`src/rtl/xrv_mult_pkg.sv`:
```
// ---------------------------------------------------------------------------
// xrv_mult_pkg
// Shared types and helpers for the sequential RV M-extension multiplier.
//   mult_type_e : decoded multiply operation (low two bits of mult_type)
//   state_e     : control FSM states of xrv_mult_seq
//   pair_count  : number of PWxPW digit products needed for an operation
// ---------------------------------------------------------------------------
package xrv_mult_pkg;

    typedef enum logic [1:0] {
        MUL    = 2'd0,
        MULH   = 2'd1,
        MULHSU = 2'd2,
        MULHU  = 2'd3
    } mult_type_e;

    typedef enum logic [1:0] {
        IDLE = 2'd0,
        CALC = 2'd1,
        FIN  = 2'd2
    } state_e;

    // MUL only needs the digit pairs that land in the low word (i+j < n),
    // the high-word ops need the full n x n square.
    function automatic int unsigned pair_count(input int unsigned n, input logic is_mul);
        return is_mul ? (n * (n + 1)) / 2 : n * n;
    endfunction

endpackage

```
`src/rtl/xrv_mult_dsp.sv`:
```
// ---------------------------------------------------------------------------
// xrv_mult_dsp
// Combinational PW x PW unsigned multiplier. Isolated so a vendor DSP
// primitive can be dropped in without touching the sequencing logic.
//   x, y : PW-bit unsigned digits
//   p    : 2*PW-bit unsigned product
// ---------------------------------------------------------------------------
module xrv_mult_dsp #(
    parameter int PW = 16
) (
    input  logic [PW-1:0]   x,
    input  logic [PW-1:0]   y,
    output logic [2*PW-1:0] p
);

    assign p = {{PW{1'b0}}, x} * {{PW{1'b0}}, y};

endmodule

```
`src/rtl/xrv_mult_seq.sv`:
```
// ---------------------------------------------------------------------------
// xrv_mult_seq
// Sequential multiplier for RV32/RV64 MUL, MULH, MULHSU and MULHU. One
// PWxPW digit product per cycle is accumulated into a 2*XLEN register; a
// one-entry operand cache lets a MUL that follows a matching MULH* finish
// in a single cycle.
//   clk, rstb      : clock, asynchronous active-low reset
//   a, b           : rs1 / rs2 operands
//   mult_type      : 000 MUL, 001 MULH, 010 MULHSU, 011 MULHU (bit 2 ignored)
//   valid / ready  : request handshake, accepted when valid & ready & ~flush
//   flush          : kills the current op and invalidates the cache
//   result         : product word, held until the next result_valid
//   result_valid   : one-cycle pulse when result is new
// ---------------------------------------------------------------------------
module xrv_mult_seq
    import xrv_mult_pkg::*;
#(
    parameter int XLEN     = 32,
    parameter int PW       = 16,
    parameter bit REUSE_EN = 1'b1
) (
    input  logic            clk,
    input  logic            rstb,
    input  logic [XLEN-1:0] a,
    input  logic [XLEN-1:0] b,
    input  logic [2:0]      mult_type,
    input  logic            valid,
    input  logic            flush,
    output logic            ready,
    output logic [XLEN-1:0] result,
    output logic            result_valid
);

    localparam int N      = XLEN / PW;
    localparam int ACCW   = 2 * XLEN;
    localparam int IW     = (N > 1) ? $clog2(N) : 1;
    localparam int P_MUL  = int'(pair_count(N, 1'b1));
    localparam int P_FULL = int'(pair_count(N, 1'b0));
    localparam int CW     = $clog2(P_FULL + 1);

    state_e          state, next_state;
    mult_type_e      req_mode, cur_mode, key_mode;
    logic            accept, hit, cache_avail;
    logic            req_a_sign, req_b_sign;
    logic [XLEN-1:0] req_mag_a, req_mag_b;
    logic [XLEN-1:0] op_a, op_b, key_a, key_b;
    logic            neg_q, is_hit_q, cache_valid;
    logic [IW-1:0]   dig_i, dig_j;
    logic [CW-1:0]   pair_cnt;
    logic            last_pair, end_of_row;
    logic [ACCW-1:0] acc, acc_fin, pp_shifted;
    logic [XLEN-1:0] a_shift, b_shift, fin_word, result_q;
    logic [PW-1:0]   a_dig, b_dig;
    logic [2*PW-1:0] pp;
    logic            unused_type_msb;

    // The upper opcode bit aliases onto the 0xx encodings.
    assign req_mode        = mult_type_e'(mult_type[1:0]);
    assign unused_type_msb = mult_type[2];

    assign accept = valid & ~flush & (state != CALC);

    // Signed ops are computed on magnitudes and the sign fixed up in FIN.
    assign req_a_sign = a[XLEN-1] & ((req_mode == MULH) | (req_mode == MULHSU));
    assign req_b_sign = b[XLEN-1] & (req_mode == MULH);
    assign req_mag_a  = req_a_sign ? (~a) + XLEN'(1) : a;
    assign req_mag_b  = req_b_sign ? (~b) + XLEN'(1) : b;

    // The op that is sitting in FIN is about to be committed to the cache,
    // so it is already visible to a back-to-back lookup in that cycle.
    assign cache_avail = cache_valid | ((state == FIN) & ~is_hit_q & (key_mode != MUL));

    // The low word of the product does not depend on signedness, so MUL may
    // reuse any full entry; MULH* must match the mode exactly.
    assign hit = REUSE_EN & cache_avail & (a == key_a) & (b == key_b)
               & ((req_mode == MUL) | (req_mode == key_mode));

    // Digit selection and shifting of the current partial product.
    assign a_shift    = op_a >> (PW * int'(dig_i));
    assign b_shift    = op_b >> (PW * int'(dig_j));
    assign a_dig      = a_shift[PW-1:0];
    assign b_dig      = b_shift[PW-1:0];
    assign pp_shifted = ACCW'(pp) << (PW * (int'(dig_i) + int'(dig_j)));

    xrv_mult_dsp #(.PW(PW)) u_dsp (
        .x (a_dig),
        .y (b_dig),
        .p (pp)
    );

    assign last_pair  = (int'(pair_cnt) == (((cur_mode == MUL) ? P_MUL : P_FULL) - 1));
    assign end_of_row = (cur_mode == MUL) ? ((int'(dig_i) + int'(dig_j)) == (N - 1))
                                          : (int'(dig_j) == (N - 1));

    // neg_q is cleared for cache hits because the cached accumulator already
    // holds the signed product.
    assign acc_fin  = neg_q ? (~acc) + ACCW'(1) : acc;
    assign fin_word = (cur_mode == MUL) ? acc_fin[XLEN-1:0] : acc_fin[ACCW-1:XLEN];

    // In FIN the freshly finished word is shown directly so result and
    // result_valid line up; result_q keeps it stable afterwards.
    assign result = (state == FIN) ? fin_word : result_q;

    // State register
    always_ff @(posedge clk or negedge rstb) begin
        if (!rstb) begin
            state <= IDLE;
        end else begin
            state <= next_state;
        end
    end

    // Next-state and handshake outputs; flush overrides everything.
    always_comb begin
        next_state   = state;
        ready        = 1'b1;
        result_valid = 1'b0;
        case (state)
            IDLE: begin
                if (accept) next_state = hit ? FIN : CALC;
            end
            CALC: begin
                ready = 1'b0;
                if (last_pair) next_state = FIN;
            end
            FIN: begin
                result_valid = 1'b1;
                if (accept) next_state = hit ? FIN : CALC;
                else        next_state = IDLE;
            end
            default: next_state = IDLE;
        endcase
        if (flush) next_state = IDLE;
    end

    // Datapath: digit counters, accumulator, result word and cache. Later
    // assignments in this block deliberately override earlier ones (a new
    // accept over the FIN commit, flush over everything for the cache).
    always_ff @(posedge clk or negedge rstb) begin
        if (!rstb) begin
            acc         <= '0;
            result_q    <= '0;
            op_a        <= '0;
            op_b        <= '0;
            key_a       <= '0;
            key_b       <= '0;
            key_mode    <= MUL;
            cur_mode    <= MUL;
            neg_q       <= 1'b0;
            is_hit_q    <= 1'b0;
            cache_valid <= 1'b0;
            dig_i       <= '0;
            dig_j       <= '0;
            pair_cnt    <= '0;
        end else begin
            if ((state == CALC) && !flush) begin
                acc      <= acc + pp_shifted;
                pair_cnt <= pair_cnt + 1'b1;
                if (end_of_row) begin
                    dig_i <= dig_i + 1'b1;
                    dig_j <= '0;
                end else begin
                    dig_j <= dig_j + 1'b1;
                end
            end

            if (state == FIN) begin
                result_q <= fin_word;
                acc      <= acc_fin;
                if (!is_hit_q) cache_valid <= (key_mode != MUL);
            end

            if (accept) begin
                cur_mode <= req_mode;
                is_hit_q <= hit;
                dig_i    <= '0;
                dig_j    <= '0;
                pair_cnt <= '0;
                if (hit) begin
                    neg_q <= 1'b0;
                end else begin
                    acc         <= '0;
                    op_a        <= req_mag_a;
                    op_b        <= req_mag_b;
                    neg_q       <= req_a_sign ^ req_b_sign;
                    key_a       <= a;
                    key_b       <= b;
                    key_mode    <= req_mode;
                    cache_valid <= 1'b0;
                end
            end

            if (flush) cache_valid <= 1'b0;
        end
    end

endmodule

```
`config.mk`:
```
export PLATFORM = sky130hd
export DESIGN_NAME = xrv_mult_seq
export DESIGN_NICKNAME = d
export VERILOG_FILES = /design/src/rtl/xrv_mult_pkg.sv /design/src/rtl/xrv_mult_dsp.sv /design/src/rtl/xrv_mult_seq.sv
export SDC_FILE = /design/constraint.sdc
export NUM_CORES = 1
export LEC_CHECK = 0
export CAP_MARGIN = 40
export CORE_MARGIN = 3
export CORE_UTILIZATION = 50
export DETAILED_ROUTE_END_ITERATION = 8
export PLACE_DENSITY_LB_ADDON = 0.25
export REMOVE_ABC_BUFFERS = 1
export SYNTH_ARGS = -nofsm -noshare
export SYNTH_HDL_FRONTEND = slang
export SYNTH_SLANG_ARGS = --single-unit
export TNS_END_PERCENT = 100
```
`constraint.sdc`:
```
create_clock -name clk -period 11.2 [get_ports clk]
set_clock_uncertainty 0.2 [all_clocks]
set_input_delay 2.24 -clock clk [delete_from_list [all_inputs] [get_ports clk]]
set_output_delay 2.24 -clock clk [all_outputs]
set_load 0.01 [all_outputs]
```
# Word level (Yosys, flattened, before mapping)

Index checks and enable logic that the tools add are counted.

Add/sub/neg operators: 9
$mul: 1
Divide/modulo/power cells: 0
Order comparisons: 0
Eq/ne operators: 12
Shifts and indexed selects: 3
Mux-type cells: 33
Bitwise operators: 19
Reduce and logical (&&, ||, !) cells: 11

Operator list:

| cell                                                                | count |
|---|---|
| 64-bit two-way mux                                                  | 5 |
| 32-bit two-way mux                                                  | 4 |
| 32-bit by 1-bit adder with 32-bit output (second input constant)    | 2 |
| 64-bit by 1-bit adder with 64-bit output (second input constant)    | 1 |
| 64-bit adder                                                        | 1 |
| 32-bit == test                                                      | 2 |
| 32-bit NOT                                                          | 2 |
| 64-bit NOT                                                          | 1 |
| 32-bit by 32-bit left shift with 64-bit output                      | 1 |
| 32-bit by 5-bit right shift with 16-bit output                      | 2 |
| 16-bit by 16-bit multiplier with 32-bit output                      | 1 |
| 1-bit two-way mux                                                   | 15 |
| 2-bit two-way mux                                                   | 5 |
| 1-bit AND                                                           | 9 |
| 3-bit two-way mux                                                   | 3 |
| 2-bit by 1-bit == test with 1-bit output (second input constant)    | 3 |
| 2-bit logical NOT                                                   | 3 |
| 3-bit inequality test (second input constant)                       | 2 |
| 2-bit one-hot mux with 3 select lines                               | 1 |
| 2-bit AND reduction                                                 | 3 |
| 2-bit nonzero test                                                  | 3 |
| 2-bit == test (second input constant)                               | 2 |
| 4-bit == test                                                       | 1 |
| 3-bit by 1-bit subtractor with 4-bit output (second input constant) | 1 |
| 10 further kinds                                                    | 15 |

Register bits after elaboration: 238
Latch bits: 0
Memory bits (writable): 0
Memory bits (read-only): 0
Bits of input ports: 71
Output and inout bits: 34
Word-level logic and storage cells: 103
Memories kept: 0

# Longest topological paths before layout

Depth in word-level cells: 11
Depth in mapped cells: 42
Gate-level depth less buffers: 38

# Hierarchy

From an unflattened synthesis, not the netlist that was laid out.

Cells, all modules: 3,138
Area total of the unflattened synthesis: 26,336.5 um^2

By module, submodules not included:

| module       | instances | cells each | area an instance (um^2) | seq. area each (um^2) |
|---|---|---|---|---|
| xrv_mult_seq | 1         | 2,164      | 17,827.1                | 5,905.7 |
| xrv_mult_dsp | 1         | 974        | 8,509.4                 | 0.0 |

# Worst setup path after synthesis

No wires, ideal clock.

Path type: register -> register
Start point: reg dig_i
End point: reg acc[46]
Setup time: 125 ps
Arrival time: 9,995 ps
Required time: 10,875 ps
Path slack: 880 ps
Stages on the path, launching flop included: 40
Path buffers: 4
Period minus slack after synthesis: 10,320 ps
Cells stage by stage: dfrtp_1 -> clkbuf_1 -> buf_1 -> buf_1 -> mux2i_1 -> nor2_1 -> fa_1 -> inv_1 -> fa_1 -> fa_1 -> inv_1 -> fa_1 -> fa_1 -> inv_1 -> fa_1 -> inv_1 -> ha_1 -> a21o_1 -> [4 not listed] -> o21ai_0 -> a311oi_1 -> xor2_1 -> mux2i_1 -> and2_1 -> ha_1 -> clkbuf_1 -> nand3_1 -> nor3_1 -> nand2_1 -> o32ai_1 -> a41o_1 -> nor2_1 -> o31a_1 -> o21ai_0 -> xnor2_1 -> nor2_1 -> a2111oi_0

Longest elaborated chain between the ends: 8
Elaborated cells on any way between the ends: 9
Classes of those cells: 2 x add/sub; 1 x mul; 2 x shift; 4 x mux

Ends and longest elaborated chain:

| item                                             | line                | text |
|---|---|---|
| start: declaration                               | xrv_mult_seq.sv:48  | `logic [IW-1:0] dig_i, dig_j;` |
| start signal: assignment                         | xrv_mult_seq.sv:160 | `dig_i <= dig_i + 1'b1;` |
| 32-bit by 5-bit right shift with 16-bit output   | xrv_mult_seq.sv:79  | `assign a_shift = op_a >> (PW * int'(dig_i));` |
| 16-bit by 16-bit multiplier with 32-bit output   | xrv_mult_dsp.sv:16  | `assign p = {{PW{1'b0}}, x} * {{PW{1'b0}}, y};` |
| 32-bit by 32-bit left shift with 64-bit output * | xrv_mult_seq.sv:83  | `assign pp_shifted = ACCW'(pp) << (PW * (int'(dig_i) + int'(dig_j)));` |
| 64-bit adder *                                   | xrv_mult_seq.sv:157 | `acc <= acc + pp_shifted;` |
| 64-bit two-way mux *                             | xrv_mult_seq.sv:156 | `if ((state == CALC) && !flush) begin` |
| 64-bit two-way mux *                             | xrv_mult_seq.sv:167 | `if (state == FIN) begin` |
| 64-bit two-way mux                               | xrv_mult_seq.sv:179 | `if (hit) begin` |
| 64-bit two-way mux *                             | xrv_mult_seq.sv:173 | `if (accept) begin` |
| end signal: assignment                           | xrv_mult_seq.sv:157 |  |
| end signal: assignment                           | xrv_mult_seq.sv:169 | `acc <= acc_fin;` |
| end: declaration                                 | xrv_mult_seq.sv:51  | `logic [ACCW-1:0] acc, acc_fin, pp_shifted;` |

Every way passes the cells marked *; elsewhere a longest branch is shown, timed or not.
A chain may end at the register's enable or synchronous reset.

# Final worst setup path

Start point: reg dig_j
End point: reg acc[46]

Longest elaborated chain between the ends: 8
Elaborated cells on any way between the ends: 9
Classes of those cells: 2 x add/sub; 1 x mul; 2 x shift; 4 x mux

Ends and longest elaborated chain:

| item                                             | line                | text |
|---|---|---|
| start: declaration                               | xrv_mult_seq.sv:48  |  |
| start signal: assignment                         | xrv_mult_seq.sv:163 | `dig_j <= dig_j + 1'b1;` |
| 32-bit by 5-bit right shift with 16-bit output   | xrv_mult_seq.sv:80  | `assign b_shift = op_b >> (PW * int'(dig_j));` |
| 16-bit by 16-bit multiplier with 32-bit output   | xrv_mult_dsp.sv:16  |  |
| 32-bit by 32-bit left shift with 64-bit output * | xrv_mult_seq.sv:83  |  |
| 64-bit adder *                                   | xrv_mult_seq.sv:157 |  |
| 64-bit two-way mux *                             | xrv_mult_seq.sv:156 |  |
| 64-bit two-way mux *                             | xrv_mult_seq.sv:167 |  |
| 64-bit two-way mux                               | xrv_mult_seq.sv:179 |  |
| 64-bit two-way mux *                             | xrv_mult_seq.sv:173 |  |

Marked as above.

==> flow_metrics.py <==
metrics = {
    "logic_synthesis": {
        "synth_mux_area_share_pct": 5.64,
        "synth_cell_types": 81,
        "synth_fa_ha_area_share_pct": 23.4,
        "synth_simple_gate_area_share_pct": 16.3,
        "synth_top_family_by_area": "adder cells",
        "yosysWarnings": 0,
        "synth_compound_area_share_pct": 16.5,
        "synth-seq-cells": 236,
        "avgSynthCellArea_sq_um": 8.40,
        "netlist_area_sq_mm": 0.0260,
        "netlist_instances": 3092,
        "synth-xor-area-share_pct": 9.14,
        "ys.flop_type": "dfrtp_1",
        "synth-edff-count": 0,
        "ys_seq_area_share_pct": 22.7,
        "synthArstFlopShare_pct": 100,
    },
    "floorplanning": {
        "die-width_um": 234,
        "floorplan.io_pins": 105,
        "die_y_um": 234,
        "rows": 82,
        "initial_utilization_pct": 51.2,
        "placeableCoreArea_sq_mm": 0.0507,
        "design.die.area_sq_mm": 0.0547,
    },
    "grt": {
        "grtUsageTotal_pct": 30.1,
        "grt-ovfl-total": 0,
        "antenna_found_initial": 0,
        "grt_pass1_vias": 22901,
        "grt_pass1_wl_mm": 129,
        "grt_start_max_net_pins": 103,
    },
    "setup_path": {
        "worstPathMaxFanout": 15,
        "cp.required_ns": 11.46,
        "crit_slowest_cell": "fa_1",
        "path_depth": 39,
        "r2r_setup_slack_ns": 0.45,
        "cp_slowest_stage_delay_ns": 0.59,
        "crit_start": "dig_j",
        "arrival_ns": 11.01,
        "endpoint_kind": "flop",
        "worstRegToRegCells": 39,
        "worstPathBufferInverterCount": 8,
        "worst_path_dominant_cell_family": "adder cells",
        "crit_end": "acc[46]",
        "startpoint_type": "flop",
        "worstSetupPathType": "reg -> reg",
        "r2r_start": "dig_j",
        "critPathMostFrequentCell": "fa_1",
        "r2r_end": "acc[46]",
    },
    "sta": {
        "hold_slack_ns": 0.264,
        "slew_headroom_pct": 41.9,
        "tightest_slew_ns": 0.872,
        "period_share_pct": 95.9,
        "rsz0062_at_grt": "false",
        "finalSetupViolCount": 0,
        "timing.fmax_mhz": 93.1,
        "finalHoldViolCount": 0,
        "setup_tns_ns": 0,
        "period_needed_ns": 10.75,
        "drv_slew": 0,
    },
    "cts": {
        "clk_pin_slew_ns": 0.06,
        "cts.sinks": 236,
        "cts_buffer_depth": 3,
        "postCtsHoldBufs": 0,
        "cts_tree": "done",
        "cts-buffers-inserted": 29,
        "clock_latency_ns": 0.60,
        "clock-root-buffer": "clkbuf_16",
        "h-tree-depth": 1,
    },
    "finish": {
        "layout_commonest_cell": "nor2_1",
        "syn_to_final_growth_pct": 11.9,
        "drive_gt1_share_pct": 8.16,
        "nFillCells": 4644,
        "final_cell_mix": "361 x nor2_1, 354 x nand2_1, 275 x inv_1, 237 x a21oi_1, 234 x dfrtp_1",
        "nets": 3591,
    },
    "placed_design": {
        "gp_congestion": 0.991,
        "hpwl_mm": 64.7,
        "io_buffers": 103,
    },
    "detailed_routing": {
        "drtPass1Iterations": 6,
        "wire_per_inst_um": 21.5,
        "vias": 23175,
        "ant_nets": 0,
        "finalWirelength_mm": 82.7,
        "drc": 0,
        "drtIter0Drc": 2341,
        "avgViaCountPerCell": 6.03,
    },
    "status": {
        "outcome": "completed",
    },
    "job": {
        "maxCapViolCount": 0,
    },
    "hold_path": {
        "hold_path_class": "reg -> reg",
    },
}
==> flip-flops by register name, indices dropped and copies added (netlist names), 2 cells and up <==
name      cells
key_a        31
key_mode      2
result_q     32
state         2
key_b        31
cur_mode      2
op_a         32
pair_cnt      3
acc          64
op_b         32
==> area by class of cell <==
cell class	instances	area [sq um]	area share, %
antenna	1	2.50	0.00862
clock buffer	37	786	2.71
clock inverter	16	284	0.978
inverter	278	1040	3.59
multi-input combinational	2429	18500	63.7
sequential	236	5910	20.3
tap	672	841	2.89
timing repair buffer	177	1690	5.82
==> cell usage after synthesis, drive strengths merged, types with 7 or more instances <==
master / instances / area, sq um
o21a: 7 / 52.6
nor2: 364 / 1370
o21ai: 168 / 845
buf: 10 / 50.1
nand4: 34 / 213
nand2: 355 / 1330
xor2: 87 / 762
o21bai: 20 / 150
o31ai: 29 / 218
mux2i: 44 / 440
a21oi: 238 / 1190
a21boi: 10 / 75.1
o22ai: 24 / 150
clkbuf: 139 / 522
dfrtp: 236 / 5910
and2: 29 / 181
nand2b: 15 / 93.8
xnor2: 184 / 1610
or4: 12 / 105
or2: 12 / 75.1
nand3: 34 / 180
inv: 277 / 1040
o221ai: 26 / 228
nor4: 23 / 159
nor2b: 10 / 62.6
ha: 174 / 2180
a2111oi: 10 / 88.8
nor3: 38 / 190
a31oi: 19 / 119
a221oi: 8 / 70.1
and3: 9 / 56.3
o41ai: 15 / 154
a21o: 49 / 368
or3: 12 / 85.1
fa: 195 / 3900
o211ai: 13 / 97.6
a211oi: 20 / 150
mux2: 91 / 1020
==> stage by stage <==
step	setup slack (ns)	std cells	instance area [sq um]	util, %
floorplan	0.399	2943	25400	-
global placement	0.592	3786	27800	54.9
detailed placement	0.392	3792	28000	55.2
CTS	0.363	3845	29000	57.3
global route	0.0214	3845	29000	57.3
finish	0.455	3846	29000	57.3
==> cells by family after synthesis <==
group | count (synthesis)
xor gates and xnor gates | 271
adders and majority gates | 369
buffers and inverters | 427
DFF | 236
AOI/OAI and AO/OA | 692
muxes | 135
and+or+nand+nor | 962
==> what timing repair did <==
item,4_1_cts,5_1_grt
endpoints found under the hold margin,0,0
setup endpoints to repair,0,9
buffers inserted,0,0
gates resized for setup,0,7
==> layer usage <==
metal	global-route usage, %	part of all wire [%]	vias to the layer above
met5	0	0	-
met1	42.5	43	11301
met3	4.37	8.1	190
met2	47.5	45	1042
li1	-	-	10642
met4	10.2	3.9	0
==> worst min path at each step <==
stage                       from      endpoint  slack (ns)  depth (start not counted)
floorplan               op_b[31]      op_b[31]        0.26                          2
global placement    result_q[16]  result_q[16]        0.26                          2
detailed placement  result_q[16]  result_q[16]        0.26                          2
CTS                 result_q[16]  result_q[16]        0.27                          2
global route        result_q[16]  result_q[16]        0.29                          2
finish              result_q[16]  result_q[16]        0.26                          2
==> worst reg2reg max path: cells and delay by family, from the launching register on <==
kind	cells	cell delay, ns
buffers and inverters	8	1.00
XOR/XNOR	2	0.43
flip-flops	1	0.48
multiplexers	2	0.67
AND/OR/NAND/NOR	9	1.22
adder cells (fa/ha/maj)	8	3.92
AO/OA/AOI/OAI	10	2.74
Power is left out: the tool's default activity adds up to more than one toggle a clock period on the data nets, which glitch-free logic cannot reach.
